$ cat config.mk
export PLATFORM = sky130hd
export DESIGN_NAME = reg_file_sb
export DESIGN_NICKNAME = d
export VERILOG_FILES = /design/src/rtl/rf_pkg.sv /design/src/rtl/rf_scoreboard.sv /design/src/rtl/reg_file_sb.sv
export SDC_FILE = /design/constraint.sdc
export NUM_CORES = 2
export LEC_CHECK = 0
export BUFFER_PORTS_ARGS = -buffer_cell sky130_fd_sc_hd__buf_4
export CORE_UTILIZATION = 57
export DETAILED_ROUTE_END_ITERATION = 10
export PLACE_DENSITY = 0.76
export REMOVE_ABC_BUFFERS = 1
export SLEW_MARGIN = 10
export SYNTH_ARGS = -nofsm -noshare
export SYNTH_HDL_FRONTEND = slang
export SYNTH_SLANG_ARGS = --single-unit
$ cat constraint.sdc
create_clock -name clk -period 31.1 [get_ports clk]
set_input_delay 0 -clock clk [delete_from_list [all_inputs] [get_ports clk]]
set_output_delay 0 -clock clk [all_outputs]
set_load 0.005 [all_outputs]
$ cat src/rtl/rf_pkg.sv
// Shared defaults for the decode-stage register file and its pending-write scoreboard.
package rf_pkg;
  localparam int RF_DATA_W   = 32;
  localparam int RF_ADDR_W   = 5;
  localparam int RF_DEPTH    = 2 ** RF_ADDR_W;
  localparam int RF_ZERO_IDX = 0;
endpackage

$ cat src/rtl/rf_scoreboard.sv
// Per-register pending bits for long-latency producers, a running count of pending
// registers, and per-read-port busy flags.
module rf_scoreboard
  import rf_pkg::*;
#(
  parameter int ADDR_W   = RF_ADDR_W,
  parameter int NUM_RD   = 2,
  parameter int ZERO_REG = 1,
  parameter int BYPASS   = 1
) (
  input  logic                       clk,
  input  logic                       rst,
  input  logic                       we,
  input  logic [ADDR_W-1:0]          waddr,
  input  logic                       mark_en,
  input  logic [ADDR_W-1:0]          mark_addr,
  input  logic [NUM_RD*ADDR_W-1:0]   raddr,
  output logic [NUM_RD-1:0]          rbusy,
  output logic [ADDR_W:0]            pend_cnt
);
  localparam int DEPTH = 2 ** ADDR_W;
  localparam int CW    = ADDR_W + 1;

  logic [DEPTH-1:0] r_pend;
  logic [CW-1:0]    r_cnt;
  logic [DEPTH-1:0] w_pend_nxt;
  logic             w_mark_ok;
  logic             w_clr_ok;
  logic             w_set;
  logic             w_clr;

  // A mark on the written address overrides the clear, so the count only moves on real bit flips.
  always_comb begin
    w_mark_ok  = mark_en && !((ZERO_REG != 0) && (mark_addr == ADDR_W'(RF_ZERO_IDX)));
    w_clr_ok   = we && !(w_mark_ok && (mark_addr == waddr));
    w_set      = w_mark_ok && !r_pend[mark_addr];
    w_clr      = w_clr_ok && r_pend[waddr];
    w_pend_nxt = r_pend;
    if (w_clr_ok) w_pend_nxt[waddr] = 1'b0;
    if (w_mark_ok) w_pend_nxt[mark_addr] = 1'b1;
  end

  always_ff @(posedge clk or posedge rst) begin
    if (rst) begin
      r_pend <= '0;
      r_cnt  <= '0;
    end else begin
      r_pend <= w_pend_nxt;
      r_cnt  <= r_cnt + CW'(w_set) - CW'(w_clr);
    end
  end

  assign pend_cnt = r_cnt;

  for (genvar i = 0; i < NUM_RD; i++) begin : g_busy
    logic [ADDR_W-1:0] w_ra;
    assign w_ra     = raddr[i*ADDR_W +: ADDR_W];
    assign rbusy[i] = !rst
                      && !((ZERO_REG != 0) && (w_ra == ADDR_W'(RF_ZERO_IDX)))
                      && r_pend[w_ra]
                      && !((BYPASS != 0) && we && (waddr == w_ra));
  end
endmodule

$ cat src/rtl/reg_file_sb.sv
// Multi-read, single-write register file with write-through bypass, hardwired zero
// register and a pending-write scoreboard for hazard detection.
module reg_file_sb
  import rf_pkg::*;
#(
  parameter int DATA_W   = RF_DATA_W,
  parameter int ADDR_W   = RF_ADDR_W,
  parameter int NUM_RD   = 2,
  parameter int ZERO_REG = 1,
  parameter int BYPASS   = 1
) (
  input  logic                       clk,
  input  logic                       rst,
  input  logic                       we,
  input  logic [ADDR_W-1:0]          waddr,
  input  logic [DATA_W-1:0]          wdata,
  input  logic [NUM_RD*ADDR_W-1:0]   raddr,
  output logic [NUM_RD*DATA_W-1:0]   rdata,
  output logic [NUM_RD-1:0]          rbusy,
  input  logic                       mark_en,
  input  logic [ADDR_W-1:0]          mark_addr,
  output logic [ADDR_W:0]            pend_cnt
);
  localparam int DEPTH = 2 ** ADDR_W;

  logic [DATA_W-1:0] r_mem [DEPTH];
  logic              w_wr_ok;

  assign w_wr_ok = we && !((ZERO_REG != 0) && (waddr == ADDR_W'(RF_ZERO_IDX)));

  always_ff @(posedge clk or posedge rst) begin
    if (rst) begin
      for (int k = 0; k < DEPTH; k++) r_mem[k] <= '0;
    end else if (w_wr_ok) begin
      r_mem[waddr] <= wdata;
    end
  end

  // Priority, lowest to highest: storage, same-cycle bypass, zero register, reset.
  for (genvar i = 0; i < NUM_RD; i++) begin : g_rd
    logic [ADDR_W-1:0] w_ra;
    logic [DATA_W-1:0] w_rd;
    assign w_ra = raddr[i*ADDR_W +: ADDR_W];
    always_comb begin
      w_rd = r_mem[w_ra];
      if ((BYPASS != 0) && we && (waddr == w_ra)) w_rd = wdata;
      if ((ZERO_REG != 0) && (w_ra == ADDR_W'(RF_ZERO_IDX))) w_rd = '0;
      if (rst) w_rd = '0;
    end
    assign rdata[i*DATA_W +: DATA_W] = w_rd;
  end

  rf_scoreboard #(
    .ADDR_W  (ADDR_W),
    .NUM_RD  (NUM_RD),
    .ZERO_REG(ZERO_REG),
    .BYPASS  (BYPASS)
  ) u_sb (
    .clk      (clk),
    .rst      (rst),
    .we       (we),
    .waddr    (waddr),
    .mark_en  (mark_en),
    .mark_addr(mark_addr),
    .raddr    (raddr),
    .rbusy    (rbusy),
    .pend_cnt (pend_cnt)
  );
endmodule

# Yosys cells after proc, flatten, opt, wreduce, memory -nomap -nowiden
# Index checks and enable logic that the tools add are counted.
# op_classes
muxes	29
reduce_logical	30
add_sub_neg	2
n_eq_ne	3
order_cmp	10
bitwise_logic	6
# ops
cell	n
$bwmux W1024	1
$mux W32	13
$bmux W32 S5	2
$demux W32 S5	1
$and A32 B32 Y32	1
$not A32 Y32	1
$or A32 B32 Y32	1
$lt A5 B6 Y1 const B	4
$bmux W1 S5	4
$logic_not A5 Y1	4
$ge A6 B6 Y1 const B	3
$not A5 Y6	3
$logic_and A1 B1 Y1	17
$eq A5 B5 Y1	3
$demux W1 S5	2
$ge A5 B1 Y1 const B	2
$logic_not A1 Y1	9
$add A6 B1 Y6	1
$lt A6 B1 Y1 const B	1
$mux W1	6
$sub A6 B1 Y6	1
# totals
regBits	1062
elab_cells	114
out_inout_bits	72

# Depth between registers and ports, before layout
# depth
ltp_word	9
depth_mapped	15
depth_no_buf	13

# Hierarchy
# Synthesis repeated with hierarchy kept, for this count alone.
# unflattened
cells_unflattened	4052
area_unflattened_um2	58726.3
# by_module_without_submodules
mod	instances	area_each_um2	seq_area_each_um2	cells_each
reg_file_sb	1	55515.7	25624.6	3749
rf_scoreboard	1	3210.6	950.9	303

# Worst setup path before layout
# No wires, ideal clock.
# synth_timing
path_kind	input -> register
startpoint	in waddr[1]
endpoint	reg u_sb.r_cnt[4] (netlist: u_sb.pend_cnt[4])
setup_time_ns	0.080
n_path_buf	2
arrival_ns	2.503
required_ns	31.020
slack_ns	28.517
stages	13
path_cell_list	buf_2 -> buf_2 -> mux4_2 -> o211ai_1 -> a2111oi_0 -> ha_1 -> inv_1 -> ha_1 -> fa_1 -> a21oi_1 -> nor2_1 -> nor2_1 -> xnor2_1
# synth_between
elab_chain_len	6
word_cells_on_any_way	8
classes_between	1 x add/sub; 1 x eq/ne; 2 x mux; 4 x reduce/logical
# synth_rtl
item	line	source
start: declaration	reg_file_sb.sv:15	input logic [ADDR_W-1:0] waddr,
parallel branches: the longest is 4 deep, another holds $bmux W1 S5	n/a	
$logic_and A1 B1 Y1 (*)	rf_scoreboard.sv:37	w_clr = w_clr_ok && r_pend[waddr];
$sub A6 B1 Y6 (*)	rf_scoreboard.sv:49	r_cnt <= r_cnt + CW'(w_set) - CW'(w_clr);
end signal: assignment	rf_scoreboard.sv:49	
end: declaration	rf_scoreboard.sv:25	logic [CW-1:0] r_cnt;
# Mark *: on every way between the ends. The select of a mux whose other input is x is not followed.
# A chain may end at the register's enable or synchronous reset.

# Worst setup path in the final report
# layout_timing
startpoint	in raddr[5]
endpoint	out rdata[63]
# layout_between
elab_chain_len	7
word_cells_on_any_way	10
classes_between	1 x eq/ne; 6 x mux; 1 x bitwise; 2 x reduce/logical
# layout_rtl
item	line	source
start: declaration	reg_file_sb.sv:17	input logic [NUM_RD*ADDR_W-1:0] raddr,
$not A5 Y6 (implied by the code)	reg_file_sb.sv:45	w_rd = r_mem[w_ra];
$bmux W32 S5	reg_file_sb.sv:45	
$mux W32 (implied by the code) (2 in series)	reg_file_sb.sv:45	
$mux W32	reg_file_sb.sv:46	if ((BYPASS != 0) && we && (waddr == w_ra)) w_rd = wdata;
$mux W32 (*)	reg_file_sb.sv:47	if ((ZERO_REG != 0) && (w_ra == ADDR_W'(RF_ZERO_IDX))) w_rd = '0;
$mux W32 (*)	reg_file_sb.sv:48	if (rst) w_rd = '0;
end: declaration	reg_file_sb.sv:18	output logic [NUM_RD*DATA_W-1:0] rdata,
# Every way passes the cells marked *; elsewhere a longest branch is shown, timed or not. The select of a mux whose other input is x is not followed.

==> impl_summary.log <==
INFO  metric status = finished clean
INFO  metric post-layout-total-power = 4090 uW
INFO  metric fin_setup_tns = 0 ps
INFO  metric postCtsResizedCells = 0
INFO  metric netlist-cell-type-count = 67
INFO  metric clk_path_buf_depth = 3
INFO  metric final_cell_count_no_fill = 5336
INFO  metric ys_warn_count = 0
INFO  metric cts_htree_levels = 3
INFO  metric maxSlewHeadroom = 17.1%
INFO  metric postPlaceCellArea = 0.0590 sq mm
INFO  metric power.switching_fraction = 27.5%
INFO  metric timing.final.crit_share = 17.1%
INFO  metric skew = 8.17 ps
INFO  metric detailedRoute.firstIterationViolations = 5189
INFO  metric holdWs = 114 ps
INFO  metric cts.sink_count = 1062
INFO  metric postCtsSetupBuffers = 0
INFO  metric finish.instance_area = 0.0634 sq mm
INFO  metric setup.worst_path.end_class = primary output
INFO  metric part_of_the_total_power_dissipated_in_combinational_logic = 20.1%
INFO  metric avgRoutedWirePerCell = 33.3 microns
INFO  metric synth-seq-cells = 1062
INFO  metric first_global_vias = 39400
INFO  metric cts-root-buf = clkbuf_16
INFO  metric postSynth.asyncResetShare = 100%
INFO  metric post_synth.cell_area_avg = 14.3 sq um
INFO  metric post_synth_instance_area = 0.0577 sq mm
INFO  metric grt.total_usage = 35.0%
INFO  metric worst-setup-path-type = in2out
INFO  metric count_of_vias_placed_by_the_detailed_router = 39200
INFO  metric placedCellCount = 5073
INFO  metric total_leakage_power = 0.0278 uW
INFO  metric power_frac_seq = 45.4%
INFO  metric vdd_drop_max = 0.0466 mV
INFO  metric final_common_cell = dfrtp_1
INFO  metric globalRouteOverflowTotal = 0
INFO  metric clk_latency = 710 ps
INFO  metric drive_gt1_share = 38.3%
INFO  metric drt_pre_antenna_iters = 6
INFO  metric n_fill_cell = 7307
INFO  metric syn2layout_area_growth = 9.95%
INFO  metric vias_cell = 7.34
INFO  metric max_freq = 188 MHz
INFO  metric drt.antenna.violating_nets = 0
INFO  metric tritoncts = built
INFO  metric finalNetCount = 4006
INFO  metric seq_area_frac_synth = 46.1%
INFO  metric rsz0062_at_grt = no
INFO  metric crit_path_start_kind = input pin
INFO  metric path_max_fanout = 56
INFO  metric route.final.wire_length = 178 mm
INFO  metric rows = 116
INFO  metric drv.max_cap_violation_count = 0
INFO  metric worst_ep_arrival_time = 5330 ps
INFO  metric worst_slew_pin_slew = 1230 ps
INFO  metric synth_ff_type = dfrtp_1
INFO  metric buffer_ports.inserted = 127
INFO  metric synth-edff-count = 0
INFO  metric cp_data_required_time = 31100 ps
INFO  metric hpwl = 95.3 mm
INFO  metric setup_violations = 0
INFO  metric die_y = 320 microns
INFO  metric initial_antenna_violation_count = 4
INFO  metric drcViolationCount = 0
INFO  metric final_hold_viol_count = 0
INFO  metric coreArea = 0.100 sq mm
INFO  metric post_synth_inst_count = 4032
INFO  metric fp.dieW = 320 microns
INFO  metric share_of_power_burned_in_the_clock_network = 34.5%
INFO  metric routabilityCongestion = 0.875
INFO  metric layout.cells.most_common_list = 1062 x dfrtp_1, 599 x mux2_2, 414 x mux4_2, 335 x mux2_1, 264 x mux2i_1
INFO  metric power_internal = 2960 uW
INFO  metric grt_pass1_wl = 264 mm
INFO  metric largest_net_degree_at_the_start_of_global_routing = 187
INFO  metric p_sw = 1120 uW
INFO  metric initial_cell_density_of_the_core = 57.6%
INFO  metric design.die.area = 0.103 sq mm
INFO  metric hold_path.class = in2async
INFO  metric power_per_cell_area = 64.4 mW/mm^2
INFO  metric cts.clk_slew.worst_paths = 60 ps
INFO  metric cts_made_buffers = 114
INFO  metric ioPinCount = 128
INFO  metric max_slew_violation_count = 0
INFO  metric final.min_clock_period = 5330 ps
final cells by class:
| type | count | area [sq um] | area share [%] |
|---|---|---|---|
| antenna | 2 | 5.00 | 0.00789 |
| clock buffer | 165 | 3430 | 5.40 |
| clock inverter | 44 | 469 | 0.739 |
| inverter | 20 | 82.6 | 0.130 |
| multi-input combinational | 2487 | 29100 | 45.9 |
| sequential | 1062 | 26600 | 41.9 |
| tap | 1298 | 1620 | 2.56 |
| timing repair buffer | 258 | 2160 | 3.40 |
flip-flops by register name, summed over array words and instances, names as in the netlist:
register       cells
r_mem           1024
u_sb.r_pend       32
u_sb.pend_cnt      6
layer usage:
layer | GRT usage, % | wire (microns) | up-vias
met1 | 48.2 | 68900 | 20700
met3 | 9.00 | 19900 | 559
met2 | 52.4 | 80200 | 2512
li1 | - | - | 15400
met5 | 0 | 19 | -
met4 | 16.2 | 8880 | 4
cells by family after synthesis:
kind of cell | after synthesis | share of synthesized area [%]
AO/OA/AOI/OAI | 478 | 6.40
buffers and inverters | 483 | 3.95
adder cells (fa/ha/maj) | 7 | 0.165
multiplexers | 1672 | 40.5
AND/OR/NAND/NOR | 317 | 2.72
flip-flops | 1062 | 46.1
XOR/XNOR | 13 | 0.197
cells in the mapped netlist, drive strengths merged, types with 7 or more instances:
cell	instances	area (sq um)
dfrtp	1062	26600
mux2	994	11400
mux4	414	9320
mux2i	264	2640
clkbuf	239	897
buf	224	1310
nand2	149	559
a22oi	115	863
nand4	72	450
o22a	70	613
a32o	53	531
a21oi	50	250
o21ai	47	235
o22ai	38	238
o221ai	32	280
nor2	30	113
a22o	24	210
inv	20	75.1
a211oi	16	120
nand3	13	65.1
a2111oi	12	174
xnor2	12	105
nand2b	8	50.1
nor2b	7	43.8
power by group through the flow:
stage	Combinational (uW)	Clock (uW)	Sequential (uW)
4_1_cts	821	1420	1840
5_1_grt	879	1480	1890
3_5_place_dp	810	0	1870
3_3_place_gp	785	0	1850
2_1_floorplan	597	0	1810
6_report	823	1410	1860
critical path, cell delays in order:
cell and delay (ps):
buf_8 440, buf_4 770, buf_4 850, buf_4 820, buf_4 630, mux4_2 570
a22o_1 250, a2111oi_2 360, a21oi_1 70, a22o_1 230, buf_4 140
repair_timing:
| item | CTS | global route |
|---|---|---|
| hold buffers | 52 | 0 |
| endpoints found under the hold margin | 1137 | 0 |
| endpoints found under the setup margin | 0 | 0 |
path summary, 6_finish.rpt:
kind / startpoint / endpoint / slack [ps] / depth (start not counted)
setup / recovery: raddr[5] / rdata[63] / 25770 / 11
hold / removal: rst / r_mem[493] / 110 / 3
setup reg to reg: u_sb.r_pend[20] / u_sb.pend_cnt[5] / 28110 / 13
hold reg to reg: r_mem[1002] / r_mem[1002] / 390 / 0
max in group asynchronous: rst / r_mem[234] / 27720 / 6
min in group clk: we / u_sb.pend_cnt[0] / 130 / 6
through the flow:
step	utilization, %	setup WS (ps)
finish	63.4	25770
global route	63.4	25380
CTS	63.4	25660
detailed placement	58.9	25640
global placement	58.9	25660
floorplan	-	1210
Power figures use the tool's default switching activity.
